`config.mk`:
```
export PLATFORM = sky130hd
export DESIGN_NAME = dbg_abstract_cmd
export DESIGN_NICKNAME = d
export VERILOG_FILES = /design/src/rtl/dbg_abstract_cmd.sv
export SDC_FILE = /design/constraint.sdc
export NUM_CORES = 1
export LEC_CHECK = 0
export ABC_CLOCK_PERIOD_IN_PS = 2150
export CORE_AREA = 2 2 91 93
export DETAILED_ROUTE_END_ITERATION = 12
export DIE_AREA = 0 0 93 95
export GPL_TIMING_DRIVEN = 1
export PLACE_DENSITY = 0.91
export SLEW_MARGIN = 10
export SYNTH_ARGS = -nofsm -noshare
export SYNTH_HDL_FRONTEND = slang
export SYNTH_SLANG_ARGS = --single-unit
export TNS_END_PERCENT = 10
```
`constraint.sdc`:
```
create_clock -name iClk -period 2.15 [get_ports iClk]
set_clock_uncertainty 0.05 [all_clocks]
set_input_delay 0.215 -clock iClk [delete_from_list [all_inputs] [get_ports iClk]]
set_output_delay 0.215 -clock iClk [all_outputs]
set_load 0.01 [all_outputs]
```
`src/rtl/dbg_abstract_cmd.sv`:
```
// dbg_abstract_cmd: executes RISC-V debug Access Register abstract commands against the GPR debug port.
module dbg_abstract_cmd #(
    parameter logic [15:0] REGNO_BASE = 16'h1000,
    parameter int          NREGS      = 32
) (
    input  logic        iClk,
    input  logic        iRst,
    input  logic        iCmdWr,
    input  logic [31:0] iCommand,
    output logic [31:0] oCommand,
    input  logic        iHalted,
    input  logic [2:0]  iCmdErrClr,
    output logic        oBusy,
    output logic [2:0]  oCmdErr,
    input  logic [31:0] iData0,
    output logic [31:0] oData0,
    output logic        oData0We,
    output logic [4:0]  oRegAddr,
    output logic        oRegRe,
    input  logic [31:0] iRegRData,
    output logic        oRegWe,
    output logic [31:0] oRegWData
);
    typedef enum logic [2:0] {IDLE, DECODE, READ, CAPTURE, WRITE, DONE} state_t;
    state_t      r_state, w_next;
    logic        r_err;
    logic [15:0] w_off;
    logic [2:0]  w_dec_err, w_new_err, w_kept;
    logic        w_accept;
    always_comb begin
        w_off     = oCommand[15:0] - REGNO_BASE;
        w_dec_err = (oCommand[31:24] != 8'd0)                    ? 3'd2 :
                    (oCommand[17] && oCommand[22:20] != 3'd2)    ? 3'd2 :
                    oCommand[18]                                 ? 3'd2 :
                    (oCommand[17] && w_off >= 16'(NREGS))        ? 3'd3 :
                    !iHalted                                     ? 3'd4 : 3'd0;
        w_accept  = r_state == IDLE && iCmdWr && oCmdErr == 3'd0;
        // A decode error outranks a simultaneous busy-write error
        w_new_err = (r_state == DECODE && w_dec_err != 3'd0) ? w_dec_err :
                    (r_state != IDLE && iCmdWr)             ? 3'd1 : 3'd0;
        w_kept    = oCmdErr & ~iCmdErrClr;
        w_next    = r_state;
        unique case (r_state)
            IDLE:    w_next = w_accept ? DECODE : IDLE;
            DECODE:  w_next = (w_dec_err != 3'd0 || !oCommand[17]) ? DONE :
                              oCommand[16] ? WRITE : READ;
            READ:    w_next = CAPTURE;
            CAPTURE: w_next = DONE;
            WRITE:   w_next = DONE;
            DONE:    w_next = IDLE;
            default: w_next = IDLE;
        endcase
    end
    always_ff @(posedge iClk) begin
        if (iRst) begin
            r_state  <= IDLE;
            r_err    <= 1'b0;
            oCommand <= '0;
            oCmdErr  <= '0;
        end else begin
            r_state <= w_next;
            oCmdErr <= (w_kept == 3'd0 && w_new_err != 3'd0) ? w_new_err : w_kept;
            if (w_accept)
                oCommand <= iCommand;
            if (r_state == DECODE)
                r_err <= w_dec_err != 3'd0;
            if (r_state == DONE && oCommand[19] && !r_err)
                oCommand[15:0] <= oCommand[15:0] + 16'd1;
        end
    end
    assign oBusy     = r_state != IDLE;
    assign oRegRe    = r_state == READ;
    assign oRegWe    = r_state == WRITE;
    assign oData0We  = r_state == CAPTURE;
    assign oRegAddr  = (oRegRe || oRegWe) ? oCommand[4:0] : 5'd0;
    assign oRegWData = oRegWe ? iData0 : 32'd0;
    assign oData0    = oData0We ? iRegRData : 32'd0;
endmodule
```
==> impl_metrics.py <==
metrics = {
    "yosys": {
        "yosysMostFrequentCell": "and2_1",
        "yosys-top-cells-area": "dfxtp_1 32%, and2_1 18%, nand2_1 7.3%",
        "synth_top_cell_by_area": "dfxtp_1",
        "ys_ff_latch": 39,
        "syn_nets": 425,
        "yosys_warnings": 0,
        "ys.flop_type": "dfxtp_1",
        "synth.distinct_cells": 41,
        "synth_top_area_share_pct": 32.2,
        "yosys-top-cells-count": "69 x and2_1, 47 x nand2_1, 39 x dfxtp_1",
        "syn_area_per_cell_um2": 7.57,
        "yosysSeqAreaShare_pct": 32.2,
        "synth-edff-count": 0,
        "synthArstFlopShare_pct": 0,
        "synth_area_mm2": 0.00242,
        "synth_cells": 320,
    },
    "clock_tree": {
        "holdBufCountCts": 0,
        "clock_sinks": 39,
        "clock_latency_ps": 300,
        "cts_inserted_buffers": 5,
        "clock-root-buffer": "clkbuf_8",
        "clock_path_buffers": 2,
        "tritoncts": "yes",
        "clk_pin_slew_ps": 80,
        "htreeDepth": 2,
    },
    "finish": {
        "diodes": 0,
        "fillCellCount": 667,
        "fin_util_pct": 61.1,
        "final_nets": 631,
        "drive_gt1_share_pct": 4.93,
        "syn_to_final_growth_pct": 99.9,
    },
    "die": {
        "start_util_pct": 30.6,
        "fp.dieH_um": 95,
        "core_mm2": 0.00793,
        "die_area_mm2": 0.00884,
        "die_x_um": 93,
        "io_pins": 211,
        "rows": 33,
    },
    "critical_path": {
        "r2r_start": "oCommand[9]",
        "worstSetupStartpointType": "flop",
        "r2r_slack_ps": 250,
        "worstRegToRegCells": 4,
        "path_cells": "nor3b_4 > buf_12 > and2_1 > clkdlybuf4s50_1",
        "r2r_end": "r_err",
        "cp_max_fo": 34,
        "path_class": "reg -> out",
        "crit_arrival_ps": 1840,
        "cp-end-kind": "output port",
        "worst_ep_required_time_ps": 1880,
        "cpPeakStageDelay_ps": 570,
        "crit_path_top_delay_cell": "clkdlybuf4s50_1",
        "cp-startpoint": "r_state[0]",
    },
    "drt": {
        "first_iter_violations": 221,
        "wire_per_inst_um": 16.1,
        "post_drt_via_cell_ratio": 4.97,
        "vias": 3143,
        "wl_um": 10200,
        "ant_nets": 0,
        "drc_errors": 0,
        "firstDrtPassIters": 6,
    },
    "grt": {
        "grt_pass1_vias": 2998,
        "grt_max_degree": 35,
        "grt_overflow": 0,
        "grt_usage_pct": 21.0,
        "grt_pass1_wl_um": 14900,
        "antenna_found_initial": 0,
    },
    "sta": {
        "min_period_over_period_pct": 97.7,
        "relSlewSlack_pct": 59.6,
        "fin_crit_ps": 2100,
        "hold_viol_final": 0,
        "fmax_mhz": 476,
        "slew_violations": 0,
        "setup_violations": 0,
        "worstMarginPinSlew_ps": 598,
        "fin_tns_setup_ps": 0,
    },
    "placement": {
        "port-buffer-count": 210,
        "gp_congestion": 0.888,
        "detailed_place_hpwl_um": 8030,
    },
    "hold_path": {
        "hold_path.startpoint": "iCommand[19]",
        "whs_endpoint": "oCommand[19]",
        "worstHoldPathType": "in -> reg",
        "min_delay_path_depth": 3,
    },
    "pwr": {
        "p_leak_nw": 2.17,
        "vdd_ir_drop_max_mv": 0.599,
        "p_per_area_mw_per_mm2": 795,
    },
    "run": {
        "cap_violations": 0,
    },
    "run_status": {
        "status": "completed",
    },
}
-- power breakdown --
part / total [W] / leakage, nW / internal, W / switching, W
registers: 0.00121 / 0.321 / 0.000931 / 0.000274
clock network: 0.000488 / 0.0412 / 0.000227 / 0.000261
logic: 0.00216 / 1.81 / 0.00115 / 0.00100
-- what timing repair did --
| item | CTS | global route |
|---|---|---|
| gates resized for setup | 3 | 30 |
| buffers inserted | 0 | 0 |
| gates cloned | 0 | 0 |
| endpoints found under the setup margin | 58 | 66 |
| endpoints found under the hold margin | 0 | 0 |
-- through the flow --
step	hold WS, ps	area, µm²	setup WS, ps	total power, W	instances
global placement	398	4670	176	0.00329	624
detailed placement	418	4670	99.2	0.00335	624
floorplan	274	2420	446	0.00216	320
CTS	415	4760	-10.3	0.00385	632
global route	425	4840	-14.2	0.00409	632
finish	414	4840	49.7	0.00385	632
-- registers in the layout (all words and copies together), names as in the netlist --
| name | count |
|---|---|
| r_state | 3 |
| oCommand | 32 |
| r_err | 1 |
| oCmdErr | 3 |
-- cell type report --
class / instances / area [µm²] / area share (%)
multi-input cells: 258 / 1570 / 32.3
clock inverters: 2 / 12.5 / 0.258
flip-flops and latches: 39 / 788 / 16.3
well taps: 105 / 131 / 2.71
clock buffers: 6 / 72.6 / 1.50
repair buffers: 217 / 2250 / 46.5
inverters: 5 / 18.8 / 0.387
-- metal layers --
layer | global-route usage [%] | vias to the layer above | part of all wire (%)
li1 | - | 1541 | -
met1 | 29.3 | 1436 | 45
met2 | 33.3 | 160 | 47
met3 | 5.91 | 6 | 7.8
met4 | 2.94 | 0 | 0.24
met5 | 0 | - | 0
-- critical path: cells and delay by family, from the launching register on --
kind,cells,cell delay [ps]
buf+inv,2,770
flops,1,380
simple gates,2,400
-- kinds of logic after synthesis --
| kind of cell | after synthesis | share of synthesized area [%] |
|---|---|---|
| AO/OA/AOI/OAI | 65 | 17.6 |
| adder cells (fa/ha/maj) | 2 | 1.03 |
| buffers and inverters | 23 | 4.13 |
| flip-flops | 39 | 32.2 |
| AND/OR/NAND/NOR | 191 | 45.0 |
-- worst max-delay path by stage --
| stage | end | depth (start not counted) |
|---|---|---|
| finish | oRegWData[21] | 4 |
| global route | oRegWData[21] | 4 |
| CTS | oRegAddr[4] | 5 |
| detailed placement | oCommand[5] | 6 |
| global placement | oCommand[5] | 6 |
| floorplan | oRegWData[22] | 4 |
-- cells in the final DEF (no fill, tap or decap), types with 3 or more instances in the layout --
cell,n
a211oi_1,5
a21oi_1,22
a22oi_1,4
a31oi_1,7
and2_1,69
and3_1,5
and4_1,5
buf_12,3
buf_4,4
clkbuf_8,5
clkdlybuf4s50_1,185
dfxtp_1,37
dlymetal6s2s_1,25
inv_1,5
nand2_1,47
nand2b_1,5
nand3_1,6
nand4_1,4
nor2_1,17
nor2b_1,3
nor3_1,3
nor4_1,7
o211ai_1,7
o22ai_1,7
or3_1,8
Power figures use the tool's default switching activity.
